### config.mk
export PLATFORM = sky130hd
export DESIGN_NAME = cmos_frame_crop_flat
export DESIGN_NICKNAME = d
export VERILOG_FILES = /design/src/rtl/cmos_frame_crop_if.sv /design/src/rtl/cmos_frame_crop.sv /design/src/flat_wrapper.sv
export SDC_FILE = /design/constraint.sdc
export NUM_CORES = 1
export LEC_CHECK = 0
export CORE_MARGIN = 2
export CORE_UTILIZATION = 34
export CTS_CLUSTER_SIZE = 10
export DETAILED_ROUTE_END_ITERATION = 7
export PLACE_DENSITY = 0.66
export SYNTH_ARGS = -nofsm -noshare
export SYNTH_HDL_FRONTEND = slang
export SYNTH_SLANG_ARGS = --single-unit
### constraint.sdc
create_clock -name pclk -period 3 [get_ports pclk]
set_clock_uncertainty 0.05 [all_clocks]
set_input_delay 0.45 -clock pclk [delete_from_list [all_inputs] [get_ports pclk]]
set_output_delay 0.45 -clock pclk [all_outputs]
set_load 0.01 [all_outputs]
### src/rtl/cmos_frame_crop_if.sv
// Pixel-stream bundle between the CMOS packer, the crop stage and the LCD FIFO.
// The slave side is the crop block; the master side is the packer/FIFO environment.
interface cmos_frame_crop_if;
    logic        vsync_i;
    logic        href_i;
    logic        de_i;
    logic [15:0] pdata_i;
    logic [15:0] pdata_o;
    logic        de_o;
    logic        frame_start_o;
    logic        busy_o;
    logic        line_err_o;

    modport slave (
        input  vsync_i, href_i, de_i, pdata_i,
        output pdata_o, de_o, frame_start_o, busy_o, line_err_o
    );

    modport master (
        output vsync_i, href_i, de_i, pdata_i,
        input  pdata_o, de_o, frame_start_o, busy_o, line_err_o
    );
endinterface

### src/rtl/cmos_frame_crop.sv
// Drops the first SKIP_FRAMES sensor frames, then forwards a CROP_W x CROP_H window per frame.
// Optional line-length check is enabled with macro CMOS_CROP_LINE_CHECK_EN.
module cmos_frame_crop #(
    parameter int SRC_W       = 640,
    parameter int SRC_H       = 480,
    parameter int X_START     = 80,
    parameter int Y_START     = 104,
    parameter int CROP_W      = 480,
    parameter int CROP_H      = 272,
    parameter int SKIP_FRAMES = 10,
    parameter bit VS_POL      = 1'b1
) (
    input logic              pclk,
    input logic              rst,
    cmos_frame_crop_if.slave bus
);
    localparam int CW = $clog2(SRC_W + 1);
    localparam int RW = $clog2(SRC_H + 1);
    localparam logic [CW-1:0] COL_MAX = CW'(SRC_W);
    localparam logic [CW-1:0] X_LO    = CW'(X_START);
    localparam logic [CW-1:0] X_HI    = CW'(X_START + CROP_W);
    localparam logic [RW-1:0] ROW_MAX = RW'(SRC_H);
    localparam logic [RW-1:0] Y_LO    = RW'(Y_START);
    localparam logic [RW-1:0] Y_HI    = RW'(Y_START + CROP_H);
    localparam logic [RW-1:0] Y_LAST  = RW'(Y_START + CROP_H - 1);
    localparam logic [7:0]    SKIP_N  = 8'(SKIP_FRAMES);

    typedef enum logic [1:0] {SKIP, SYNC, ACTIVE, DONE} state_t;
    localparam state_t RST_ST = (SKIP_FRAMES == 0) ? SYNC : SKIP;

    state_t          state, state_nxt;
    logic            vs_q, vs_d, hs_q, hs_d;
    logic [CW-1:0]   col;
    logic [RW-1:0]   row;
    logic [7:0]      skip_cnt;
    logic            frame_edge, line_end, pix, in_win;
    logic            fwd, fs_nxt, busy;
    logic            de_r, fs_r, err_r;
    logic [15:0]     pd_r;

    always_ff @(posedge pclk or posedge rst) begin
        if (rst) begin
            vs_q <= 1'b0;
            vs_d <= 1'b0;
            hs_q <= 1'b0;
            hs_d <= 1'b0;
        end else begin
            vs_q <= bus.vsync_i;
            vs_d <= vs_q;
            hs_q <= bus.href_i;
            hs_d <= hs_q;
        end
    end

    assign frame_edge = (vs_q == VS_POL) && (vs_d != VS_POL);
    assign line_end   = hs_d && !hs_q;
    // Strobes outside a line are not pixels at all.
    assign pix        = bus.de_i && hs_q;

    always_ff @(posedge pclk or posedge rst) begin
        if (rst) begin
            col      <= '0;
            row      <= '0;
            skip_cnt <= '0;
        end else begin
            if (frame_edge || line_end) col <= '0;
            else if (pix && col != COL_MAX) col <= col + 1'b1;
            if (frame_edge) row <= '0;
            else if (line_end && row != ROW_MAX) row <= row + 1'b1;
            if (state == SKIP && frame_edge) skip_cnt <= skip_cnt + 8'd1;
        end
    end

    always_ff @(posedge pclk or posedge rst) begin
        if (rst) state <= RST_ST;
        else     state <= state_nxt;
    end

    always_comb begin
        state_nxt = state;
        case (state)
            SKIP:   if (frame_edge && (skip_cnt + 8'd1) == SKIP_N) state_nxt = SYNC;
            SYNC:   if (frame_edge) state_nxt = ACTIVE;
            ACTIVE: if (frame_edge) state_nxt = ACTIVE;
                    else if (line_end && row == Y_LAST) state_nxt = DONE;
            DONE:   if (frame_edge) state_nxt = ACTIVE;
            default: state_nxt = RST_ST;
        endcase
    end

    always_comb begin
        in_win = (col >= X_LO) && (col < X_HI) && (row >= Y_LO) && (row < Y_HI);
        fwd    = (state == ACTIVE) && pix && !frame_edge && in_win;
        fs_nxt = frame_edge && (state != SKIP);
        busy   = (state == ACTIVE);
    end

    always_ff @(posedge pclk or posedge rst) begin
        if (rst) begin
            de_r <= 1'b0;
            fs_r <= 1'b0;
            pd_r <= '0;
        end else begin
            de_r <= fwd;
            fs_r <= fs_nxt;
            if (fwd) pd_r <= bus.pdata_i;
        end
    end

`ifdef CMOS_CROP_LINE_CHECK_EN
    // Saturation at SRC_W means over-long lines are not flagged, only short ones.
    always_ff @(posedge pclk or posedge rst) begin
        if (rst) err_r <= 1'b0;
        else if (state == ACTIVE && line_end && col != COL_MAX) err_r <= 1'b1;
    end
`else
    assign err_r = 1'b0;
`endif

    assign bus.pdata_o       = pd_r;
    assign bus.de_o          = de_r;
    assign bus.frame_start_o = fs_r;
    assign bus.busy_o        = busy;
    assign bus.line_err_o    = err_r;
endmodule

### src/flat_wrapper.sv
// flat-port wrapper written by rule: the top's interface ports become plain ports
module cmos_frame_crop_flat 
#(
    parameter int SRC_W       = 640,
    parameter int SRC_H       = 480,
    parameter int X_START     = 80,
    parameter int Y_START     = 104,
    parameter int CROP_W      = 480,
    parameter int CROP_H      = 272,
    parameter int SKIP_FRAMES = 10,
    parameter bit VS_POL      = 1'b1
)
  (pclk, rst, bus_vsync_i, bus_href_i, bus_de_i, bus_pdata_i, bus_pdata_o, bus_de_o, bus_frame_start_o, bus_busy_o, bus_line_err_o);
  cmos_frame_crop_if bus_i ();
  input logic pclk;
  input logic rst;
  input wire logic [$bits(bus_i.vsync_i)-1:0] bus_vsync_i;
  input wire logic [$bits(bus_i.href_i)-1:0] bus_href_i;
  input wire logic [$bits(bus_i.de_i)-1:0] bus_de_i;
  input wire logic [$bits(bus_i.pdata_i)-1:0] bus_pdata_i;
  output wire logic [$bits(bus_i.pdata_o)-1:0] bus_pdata_o;
  output wire logic [$bits(bus_i.de_o)-1:0] bus_de_o;
  output wire logic [$bits(bus_i.frame_start_o)-1:0] bus_frame_start_o;
  output wire logic [$bits(bus_i.busy_o)-1:0] bus_busy_o;
  output wire logic [$bits(bus_i.line_err_o)-1:0] bus_line_err_o;
  assign bus_i.vsync_i = bus_vsync_i;
  assign bus_i.href_i = bus_href_i;
  assign bus_i.de_i = bus_de_i;
  assign bus_i.pdata_i = bus_pdata_i;
  assign bus_pdata_o = bus_i.pdata_o;
  assign bus_de_o = bus_i.de_o;
  assign bus_frame_start_o = bus_i.frame_start_o;
  assign bus_busy_o = bus_i.busy_o;
  assign bus_line_err_o = bus_i.line_err_o;
  cmos_frame_crop #(.SRC_W(SRC_W), .SRC_H(SRC_H), .X_START(X_START), .Y_START(Y_START), .CROP_W(CROP_W), .CROP_H(CROP_H), .SKIP_FRAMES(SKIP_FRAMES), .VS_POL(VS_POL)) u_core (.pclk(pclk), .rst(rst), .bus(bus_i));
endmodule
# --- Word level (Yosys, flattened, before mapping) ---
# Cells that the tools add are included.
# Widths: inputs -> output; s select.
op_classes:
  n_addsub: 3
  order_cmp: 4
  eq_ne: 10
  mux: 9
  bitwise_logic: 1
  n_reduce_logical: 24
ops:
  columns: ["operator", "n"]
  rows:
  - ["$mux 10", 2]
  - ["$mux 9", 2]
  - ["$logic_and 1x1->1", 15]
  - ["$add 10x1->10 const B", 1]
  - ["$ge 10x7->1 const B", 1]
  - ["$lt 10x10->1 const B", 1]
  - ["$ne 10x10->1 const B", 1]
  - ["$add 9x1->9 const B", 1]
  - ["$eq 9x9->1 const B", 1]
  - ["$ge 9x7->1 const B", 1]
  - ["$lt 9x9->1 const B", 1]
  - ["$ne 9x9->1 const B", 1]
  - ["$add 8x1->8 const B", 1]
  - ["$eq 8x4->1 const B", 1]
  - ["$mux 2", 4]
  - ["$pmux 2 s3", 1]
  - ["$reduce_bool 2->1", 3]
  - ["$eq 2x2->1 const B", 2]
  - ["$ne 3x1->1 const B", 1]
  - ["$reduce_and 3->1", 1]
  - ["$eq 2x1->1 const B", 1]
  - ["$logic_not 1->1", 2]
  - ["$logic_not 2->1", 1]
  - ["$ne 2x1->1 const B", 1]
  - ["other kinds (4)", 4]
word_totals:
  ff_bits: 51
  input_bits: 21
  out_inout_bits: 20

# --- Longest topological paths before layout ---
depth:
  ltp_word: 6
  mapped_depth: 6
  mapped_depth_nobuf: 6

# --- Worst setup path before layout ---
# OpenSTA, ideal clock, no wires.
synth_timing:
  path_type: "register to register"
  start: "register u_core.col[5]"
  end: "register u_core.pd_r[10] (netlist: u_core.bus.pdata_o[10])"
  t_arrival_ps: 1707
  t_required_ps: 2825
  slack_ps: 1117
  path_stages_with_launch: 6
  path_buffers: 1
  synth_period_minus_slack_ps: 1883
  cell_sequence: "dfrtp_1 > a2111o_1 > a22oi_2 > nand4_4 > buf_6 > mux2_4"
synth_via:
  elab_chain_cells: 5
  elab_cells_between_ends: 6
  classes_between: "2 x order compare; 4 x reduce/logical"
synth_lines:
  columns: ["item", "line", "rtl"]
  rows:
  - ["start: declaration", "cmos_frame_crop.sv:33", "logic [CW-1:0] col;"]
  - ["start signal: assignment", "cmos_frame_crop.sv:67", "else if (pix && col != COL_MAX) col <= col + 1'b1;"]
  - ["$ge 10x7->1 / $lt 10x10->1 (equally long branches)", "cmos_frame_crop.sv:92", "in_win = (col >= X_LO) && (col < X_HI) && (row >= Y_LO) && (row < Y_HI);"]
  - ["$logic_and 1x1->1 * (3 in series)", "cmos_frame_crop.sv:92", null]
  - ["$logic_and 1x1->1 *", "cmos_frame_crop.sv:93", "fwd = (state == ACTIVE) && pix && !frame_edge && in_win;"]
  - ["end signal: assignment", "cmos_frame_crop.sv:106", "if (fwd) pd_r <= bus.pdata_i;"]
  - ["end: declaration", "cmos_frame_crop.sv:39", "logic [15:0] pd_r;"]
# Every way passes the cells marked *; elsewhere a longest branch is shown, timed or not.
# A chain may end at the register's enable or synchronous reset.

# --- Worst setup path after layout ---
layout_timing:
  start: "register u_core.state[0]"
  end: "output port bus_busy_o"
layout_via:
  elab_chain_cells: 1
layout_lines:
  columns: ["item", "line", "rtl"]
  rows:
  - ["start: declaration", "cmos_frame_crop.sv:31", "state_t state, state_nxt;"]
  - ["start signal: assignment", "cmos_frame_crop.sv:76", "else state <= state_nxt;"]
  - ["$eq 2x2->1", "cmos_frame_crop.sv:95", "busy = (state == ACTIVE);"]
  - ["end: declaration", "flat_wrapper.sv:24", "output wire logic [$bits(bus_i.busy_o)-1:0] bus_busy_o;"]
# No other way between the ends.

==> flow_summary.ini <==
[outcome]
status = finished, final reports clean

[cts]
clk_pin_slew_worst_paths_ns = 0.10
clock-sinks = 51
cts_tree = done
cts_made_buffers = 5
htreeDepth = 2
cts-root-buf = clkbuf_8
clock_latency_ns = 0.30
cts_setup_buffers = 0
postCtsHoldBufs = 0
post_cts_resized = 0
clk_path_buf_depth = 2

[global_route]
grt_util_met3_pct = 3.509
grt-busiest-layer = met2
grt_pass1_wl_um = 7741
use_met1_pct = 15.65
antenna_found_initial = 0
overflow = 0
track_usage_pct = 12.49
grt_max_degree = 28
grt_pass1_vias = 1739
use_met2_pct = 20.56

[worst_hold_path]
min_from = u_core.vs_q
hp-class = flip-flop to flip-flop
min_to = u_core.vs_d
min_path_cells = 0

[critical_path]
cp-start-kind = flip-flop
r2r_setup_slack_ns = 0.95
startpoint = u_core.state[0]
crit_type = flip-flop to primary output
crit_path_max_fanout = 5
arrival_ns = 1.59
timing.rr.start = u_core.col[5]
critPathRequiredTime_ns = 2.50
worst-r2r-cell-count = 4
endpoint_kind = primary output
rr_endpoint = u_core.bus.pdata_o[13]

[sta]
layout_min_cycle_time_ns = 2.090
hold_slack_ns = 0.3591
finalSetupTns_ns = 0
slew_viol_final = 0
setup_viol = 0
hold_viol_final = 0
fmax_ghz = 0.4785
max_slew_margin_pct = 56.79
tightest_slew_ns = 0.6447
timing.final.crit_share_pct = 69.66
grt_setup_unrepaired = false

[placed_design]
place_congestion = 0.7937
port_buffers = 39
post-dp-hpwl_um = 3255

[final_layout]
fin_nets = 287
area_growth_pct = 25.18
num_antenna_cells = 0
drive_gt1_share_pct = 13.41
fin_util_pct = 44.49

[power_and_ir_drop]
leakagePower_nw = 1.385
p_per_area_nw_per_um2 = 509.8
ir_drop_uv = 239.0

[floorplanning]
core_area_sq_um = 6907
dieArea_sq_um = 7916
fp.dieW_um = 88.97
initial_core_util_pct = 35.54
dieHeight_um = 88.97
ios = 41
rows = 30

[yosys]
syn_inst = 216
yosys.cell_types.count = 46
yosysSeqAreaShare_pct = 51.99
ys_ff_latch = 51
synth-edff-count = 0
yosysTopAreaCell = dfrtp_1
netlist_area_sq_um = 2455
async_flop_share_pct = 100.0
synthFlopType = dfrtp_1
netlist.area_leader.share_pct = 51.99
synth_commonest_cells = dfrtp_1 (51), nor2_1 (21), nand2_1 (16), xor2_1 (11)
synth_nets = 243
yosysMostFrequentCell = dfrtp_1
avgSynthCellArea_sq_um = 11.37
synthTopCellsByArea = dfrtp_1 (52%), mux2_4 (5.5%), xor2_1 (3.9%)
ys_warn_count = 0

[detailed_routing]
vias = 1705
wire_per_inst_um = 12.31
drt-initial-drc-count = 36
drc_errors = 0
viasPerCell = 4.776
drt-total-wl_um = 4395
drt-pass1-iter-count = 3
postRouteAntennaNets = 0

[flow_run]
drv_cap = 0
state kept, by name (all words and copies together) (netlist names):
register,cells
u_core.row,9
u_core.bus.pdata_o,16
u_core.hs_d,1
u_core.vs_d,1
u_core.state,2
u_core.skip_cnt,8
u_core.vs_q,1
u_core.bus.frame_start_o,1
u_core.col,10
u_core.bus.de_o,1
u_core.hs_q,1
critical path: stages (launching register included):
cell and delay [ns]:
dfrtp_1 0.43, and2b_1 0.29, clkdlybuf4s50_1 0.57
layout make-up:
type,count,area (sq um)
Tap cell,96,120.1
Clock buffer,5,68.82
Sequential cell,51,1276
Inverter,10,37.54
Clock inverter,3,46.29
Fill cell,663,3834
Multi-Input combinational cell,150,1111
Timing Repair Buffer,42,412.9
per-layer routing:
| metal | part of all wire (%) | wire, um |
|---|---|---|
| met2 | 48 | 2115 |
| met3 | 4.9 | 215 |
| met5 | 0 | 0 |
| met4 | 1.4 | 60 |
| met1 | 46 | 2004 |
cell families (layout without fill, tap and decap cells):
family | Yosys count | after routing | share of synthesized area [%]
simple gates | 82 | 82 | 18.40
flops | 51 | 51 | 51.99
xor+xnor | 21 | 21 | 7.492
compound gates | 20 | 20 | 5.811
mux | 20 | 20 | 10.35
buf+inv | 15 | 60 | 2.753
fa+ha+maj | 6 | 6 | 3.058
other cells | 1 | 1 | 0.1528
how the worst max path moves through the flow:
stage	end	slack [ns]
global placement	u_core.bus.pdata_o[13]	0.87
global route	bus_busy_o	0.84
finish	bus_busy_o	0.91
floorplan	u_core.bus.pdata_o[10]	1.12
CTS	bus_busy_o	0.89
detailed placement	u_core.bus.pdata_o[6]	0.84
placed cells by master, fill, tap and decap left out, types with 5 or more instances in the layout:
cell type and instances:
clkbuf_8 5, clkdlybuf4s50_1 39, dfrtp_1 51, ha_1 6
inv_1 9, mux2_2 7, mux2_4 9, nand2_1 16
nand4_1 8, nor2_1 21, o21ai_0 6, xnor2_1 10
xor2_1 11
per-stage QoR:
step / setup slack (ns) / instances / power [mW] / cell area, sq um
after global routing: 0.8419 / 357 / 1.664 / 3073
final: 0.9102 / 357 / 1.567 / 3073
after global placement: 0.8679 / 349 / 1.091 / 2958
after floorplan: 1.117 / 216 / 1.000 / 2455
after CTS: 0.8876 / 357 / 1.592 / 3073
after detailed placement: 0.8437 / 349 / 1.100 / 2958
power breakdown:
group | leakage, nW | switching [mW] | internal, mW | total, mW
Sequential | 0.690 | 0.0816 | 0.749 | 0.831
Combinational | 0.641 | 0.121 | 0.130 | 0.251
Clock | 0.0548 | 0.233 | 0.251 | 0.484
Power figures use the tool's default switching activity.
